`src/rtl/fetch_stage.sv`:
```
// JOF32 instruction-fetch stage: program counter, instruction-memory address,
// IF/ID pipeline register, redirect/stall/squash handling and fetch statistics.
module fetch_stage #(
  parameter logic [31:0] RESET_PC = 32'h0000_0000,
  parameter logic [31:0] NOP_WORD = 32'hF800_0000
) (
  input  logic        clk,
  input  logic        rst,
  input  logic        stall,
  input  logic [1:0]  sel_dir,
  input  logic        branch_taken,
  input  logic [31:0] branch_target,
  input  logic [31:0] jump_target,
  output logic [31:0] imem_addr,
  input  logic [31:0] imem_rdata,
  output logic [31:0] instr_id,
  output logic [31:0] pc_id,
  output logic [31:0] pc_plus4_id,
  output logic [4:0]  opcode_id,
  output logic        valid_id,
  output logic        redirect,
  output logic [31:0] fetch_count,
  output logic [15:0] squash_count
);

  typedef enum logic [1:0] {
    RESET_FILL,
    RUN,
    HOLD
  } state_t;

  state_t      state;
  state_t      state_next;
  logic        take;
  logic        load_if;
  logic [31:0] pc;
  logic [31:0] pc_next;
  logic [31:0] pc_plus4;

  always_ff @(posedge clk or posedge rst) begin
    if (rst) begin
      state <= RESET_FILL;
    end else begin
      state <= state_next;
    end
  end

  always_comb begin
    state_next = state;
    case (state)
      RESET_FILL: state_next = RUN;
      RUN:        state_next = stall ? HOLD : RUN;
      HOLD:       state_next = stall ? HOLD : RUN;
      default:    state_next = RESET_FILL;
    endcase
  end

  // A redirect outranks a stall, so the IF/ID load is only enabled when neither applies.
  always_comb begin
    take    = (sel_dir == 2'b10) || ((sel_dir == 2'b01) && branch_taken);
    load_if = !take && !stall;
  end

  assign pc_plus4  = pc + 32'd4;
  assign imem_addr = pc;

  always_comb begin
    pc_next = pc_plus4;
    if (take && (sel_dir == 2'b10)) begin
      pc_next = jump_target & 32'hFFFF_FFFC;
    end else if (take) begin
      pc_next = branch_target & 32'hFFFF_FFFC;
    end else if (stall) begin
      pc_next = pc;
    end
  end

  // On a redirect the bubble keeps the previous pc_id/pc_plus4_id.
  always_ff @(posedge clk or posedge rst) begin
    if (rst) begin
      pc           <= RESET_PC;
      instr_id     <= NOP_WORD;
      opcode_id    <= 5'b11111;
      pc_id        <= 32'd0;
      pc_plus4_id  <= 32'd0;
      valid_id     <= 1'b0;
      redirect     <= 1'b0;
      fetch_count  <= 32'd0;
      squash_count <= 16'd0;
    end else begin
      pc       <= pc_next;
      redirect <= take;
      if (take) begin
        instr_id     <= NOP_WORD;
        opcode_id    <= 5'b11111;
        valid_id     <= 1'b0;
        squash_count <= squash_count + 16'd1;
      end else if (load_if) begin
        instr_id    <= imem_rdata;
        opcode_id   <= imem_rdata[31:27];
        pc_id       <= pc;
        pc_plus4_id <= pc_plus4;
        valid_id    <= 1'b1;
        fetch_count <= fetch_count + 32'd1;
      end
    end
  end

endmodule

```
`config.mk`:
```
export PLATFORM = sky130hd
export DESIGN_NAME = fetch_stage
export DESIGN_NICKNAME = d
export VERILOG_FILES = /design/src/rtl/fetch_stage.sv
export SDC_FILE = /design/constraint.sdc
export NUM_CORES = 1
export LEC_CHECK = 0
export CELL_PAD_IN_SITES_DETAIL_PLACEMENT = 2
export CELL_PAD_IN_SITES_GLOBAL_PLACEMENT = 2
export CORE_MARGIN = 5
export CORE_UTILIZATION = 29
export DETAILED_ROUTE_END_ITERATION = 6
export PLACE_DENSITY = 0.86
export REMOVE_ABC_BUFFERS = 1
export SLEW_MARGIN = 20
export SYNTH_ARGS = -nofsm -noshare
export SYNTH_HDL_FRONTEND = slang
export SYNTH_SLANG_ARGS = --single-unit
```
`constraint.sdc`:
```
create_clock -name clk -period 9.2 [get_ports clk]
set_clock_uncertainty 0.15 [all_clocks]
set_input_delay 1.84 -clock clk [delete_from_list [all_inputs] [get_ports clk]]
set_output_delay 1.84 -clock clk [all_outputs]
set_load 0.01 [all_outputs]
```
## Word-level counts from Yosys, hierarchy flattened

Index checks and enable logic that the tools add are counted.

- Latch bits: 0
- Memory bits (read-only): 0
- RAM bits: 0
- Output and inout port bits: 183
- Memories: 0
- Word-level logic and storage cells: 33
- Flip-flop bits (word level): 183

- $add $sub $neg: 3
- Multiply operators: 0
- Reductions and logical operators: 8
- Magnitude comparators: 0
- Multiplexer cells: 9
- Eq/ne operators: 3
- Div/mod/pow operators: 0
- Bitwise operators: 1
- Shifts and indexed selects: 0

Operator list:

| operator | number |
|---|---|
| two-way mux 32 bit | 5 |
| adder 32 x 1 -> 32 bit, second input constant | 1 |
| adder 32 x 3 -> 32 bit, second input constant | 1 |
| adder 16 x 1 -> 16 bit, second input constant | 1 |
| two-way mux 5 bit | 2 |
| logical AND 1 bit | 3 |
| != test 3 x 1 -> 1 bit, second input constant | 1 |
| == test 2 x 1 -> 1 bit, second input constant | 1 |
| == test 2 bit, second input constant | 1 |
| zero test 1 bit | 2 |
| two-way mux 1 bit | 2 |
| AND reduction 2 bit | 1 |
| nonzero test 2 bit | 1 |
| logical OR 1 bit | 1 |
| NOT 1 bit | 1 |

## Depth between registers and ports, before layout

- Depth after elaboration: 7
- Gate-level depth with buffers: 8
- Depth with buffers taken out: 6

## Least setup slack after synthesis

No wires, ideal clock.

- Kind: input port to flip-flop
- Start point: input port stall
- End point: register fetch_count[18]
- Buffers on the path: 1
- Data required time: 8.971 ns
- Setup slack: 5.860 ns
- Cell stages on the path: 6
- Arrival: 3.111 ns
- Path through: clkbuf_1 -> nand3b_1 -> nor4_4 -> and2_1 -> and4_1 -> xor2_1

- Word-level cells in the longest chain between the ends: 3

RTL lines:

| item | RTL line | text |
|---|---|---|
| from (decl) | 9 | `input logic stall,` |
| zero test 1 bit | 61 | `load_if = !take && !stall;` |
| logical AND 1 bit | 61 |  |
| AND reduction 2 bit (no line) | n/a |  |
| to (signal assigned) | 104 | `fetch_count <= fetch_count + 32'd1;` |
| to (decl) | 22 | `output logic [31:0] fetch_count,` |

No other way between the ends.
A chain may end at the register's enable or synchronous reset.

## Final worst setup path

- Start point: input port sel_dir[0]
- End point: register pc[28] (netlist: imem_addr[28])

- Word-level cells in the longest chain between the ends: 5
- Elaborated cells on any way between the ends: 8

RTL lines:

| item | RTL line | text |
|---|---|---|
| from (decl) | 10 | `input logic [1:0] sel_dir,` |
| == test 2 x 1 -> 1 bit | 60 | `take = (sel_dir == 2'b10) \|\| ((sel_dir == 2'b01) && branch_taken);` |
| logical AND 1 bit | 60 |  |
| logical OR 1 bit | 60 |  |
| logical AND 1 bit or two-way mux 32 bit (tied branches) | 69, 71 |  |
| != test 3 x 1 -> 1 bit (no line) or two-way mux 32 bit (tied branches) | n/a |  |
| to (signal assigned) | 91 | `pc <= pc_next;` |
| to (decl) | 36 | `logic [31:0] pc;` |

Several ways; a longest one is shown, not always the timed one.

==> reports/metrics.yaml <==
cts_resized: 0
required_ps: 9360
status: "finished clean"
p_int_w: 0.00160
syn_inst: 813
synth_common_cells: "dfrtp_1 (167), nand2_1 (166), nor2_1 (48), o21ai_0 (47), xnor2_1 (45)"
wire_per_inst_um: 21.2
grt_max_degree: 112
drive_above_1_share_pct: 6.53
port-buffer-count: 274
rsz0062_at_grt: "false"
synth.avg_cell_area_um2: 10.0
final_cells: 1450
fin_util_pct: 42.4
vias: 7122
relSlewSlack_pct: 36.0
fillers: 2966
post_dp_cell_area_um2: 11200
ioPinCount: 285
antenna_found_initial: 0
cp-start-kind: "input port"
grt_pass1_vias: 8298
p_comb_share_pct: 25.9
dp_cells: 1418
synth.most_common_cell: "dfrtp_1"
drt_iter0_markers: 311
drtAntennaViolNets: 0
period_minus_slack_ps: 4390
htree_levels: 4
yosysTopAreaCellShare_pct: 51.3
fp.dieW_um: 178
dp_hpwl_um: 22100
grt.total_usage_pct: 19.7
p_sw_share_pct: 32.1
yosysSeqAreaShare_pct: 52.9
vias_per_cell: 4.91
numCtsBuffers: 17
worstSetupPathType: "in2reg"
die_height_um: 178
final_area_um2: 11800
grt_pass1_wl_um: 48400
rows: 61
clock_sinks: 172
worst_slew_pin_slew_ps: 958
cp_max_fo: 43
holdBufCountCts: 0
post_cts_buffers: 0
synth_flop_cell: "dfrtp_1"
synth_edf_count: 0
core_area_um2: 27800
first_pass_iters: 5
setup_viol: 0
finalHoldViolCount: 0
cts_tree: "built"
synthesis.area_um2: 8150
pwr-share-seq_pct: 42.4
drv_cap: 0
place_congestion: 0.767
yosys_register_bits: 172
clk_latency_ps: 430
peakVddDrop_uv: 87.2
r2r_cells: 6
totalWireLength_um: 30700
crit_path_end_kind: "flip-flop"
hold_class: "reg2reg"
grt_overflow: 0
root_buffer: "clkbuf_16"
synth_area_leader_cell: "dfrtp_1"
start_util_pct: 29.3
finalCritPeriodShare_pct: 47.7
syn_to_final_growth_pct: 44.6
critPathArrivalTime_ps: 4550
async_flop_share_pct: 100
num_antenna_cells: 0
fin_setup_tns_ps: 0
drv_slew: 0
die_area_um2: 31500
p_sw_w: 0.000754
power_density_nw_per_um2: 200
ys_warn_count: 0
fmax_mhz: 228
total_leakage_power_nw: 5.06
synthTopCellsByArea: "dfrtp_1 (51%), nand2_1 (7.6%), xnor2_1 (4.8%)"
route.detailed.drc: 0
synth.distinct_cells: 58
nets: 1164
cts.reportedPaths.clkPinSlew_ps: 70
clock_path_buffers: 2
min_path_cells: 2
p_clk_share_pct: 31.8
==> cell usage in the layout (no fill, tap or decap), types with 8 or more instances in the layout <==
cell type        Yosys  routed
a21oi_1             31      31
nand4_1             17      17
a2bb2oi_1           13      13
xor2_1              31      31
dfrtp_1            167     167
mux2i_1             32      32
nand3_1             34      33
and3_1               8       8
xnor2_1             45      45
a22oi_1             23      23
nand2_1            166     166
inv_1                9       8
and4_1               8       8
clkdlybuf4s50_1      0     273
o21ai_0             47      47
clkbuf_16            0      17
nor2_1              48      45
==> final timing paths <==
check / start / endpoint / slack [ps]
max: sel_dir[0] / imem_addr[28] / 4810
max in group asynchronous: rst / fetch_count[27] / 5700
min reg2reg: pc_id[24] / pc_id[24] / 330
min in group asynchronous: rst / instr_id[25] / 1810
min: pc_id[24] / pc_id[24] / 330
max reg2reg: imem_addr[2] / imem_addr[30] / 6670
==> metal layers <==
| layer | wire length [µm] | global-route usage (%) | vias up |
|---|---|---|---|
| li1 | - | - | 3281 |
| met1 | 13100 | 24.3 | 3627 |
| met2 | 15300 | 34.0 | 192 |
| met3 | 1870 | 5.52 | 22 |
| met4 | 502 | 5.03 | 0 |
| met5 | 0 | 0 | - |
==> sequential cells by signal, summed over array words and instances, names as in the netlist <==
register / flops
instr_id: 32
redirect: 1
pc_plus4_id: 30
valid_id: 1
fetch_count: 32
imem_addr: 30
squash_count: 16
pc_id: 30
==> cells by family (layout without fill, tap and decap cells) <==
family | count (synthesis) | count (layout) | synth area share [%]
simple gates | 310 | 310 | 18.7
xor+xnor | 76 | 76 | 8.17
compound gates | 149 | 149 | 11.8
mux | 32 | 32 | 3.93
flops | 172 | 172 | 52.9
buf+inv | 70 | 324 | 3.98
fa+ha+maj | 3 | 3 | 0.461
other cells | 1 | 6 | 0.0460
==> stage by stage <==
| stage | power [W] | worst slack, ps | hold WS (ps) |
|---|---|---|---|
| final | 0.00235 | 4810 | 329 |
| after global routing | 0.00248 | 4630 | 340 |
| after CTS | 0.00239 | 4730 | 335 |
| after detailed placement | 0.00163 | 4270 | 320 |
| after global placement | 0.00160 | 4400 | 309 |
| after floorplan | 0.00122 | 2560 | 354 |
==> power by group through the flow <==
stage | Sequential, W | Clock (W) | Combinational, W
4_1_cts | 0.000999 | 0.000770 | 0.000624
3_5_place_dp | 0.00101 | 0 | 0.000621
6_report | 0.000996 | 0.000747 | 0.000609
5_1_grt | 0.00102 | 0.000802 | 0.000665
3_3_place_gp | 0.000999 | 0 | 0.000597
2_1_floorplan | 0.00104 | 0 | 0.000185
==> critical path, cell delays in order <==
cell and delay [ps]:
clkdlybuf4s50_1 490, and3b_2 250, buf_4 290, nor2_4 160, inv_2 40, buf_4 300
nor2_2 770, nor2_1 140, o22a_1 240
==> cell type report <==
cell class | instances | area, µm² | area share, %
Clock buffer | 19 | 433 | 3.68
Clock inverter | 13 | 154 | 1.31
Inverter | 11 | 48.8 | 0.414
Multi-Input combinational cell | 576 | 3570 | 30.3
Sequential cell | 172 | 4310 | 36.6
Tap cell | 378 | 473 | 4.02
Timing Repair Buffer | 281 | 2790 | 23.7
Power figures use the tool's default switching activity.
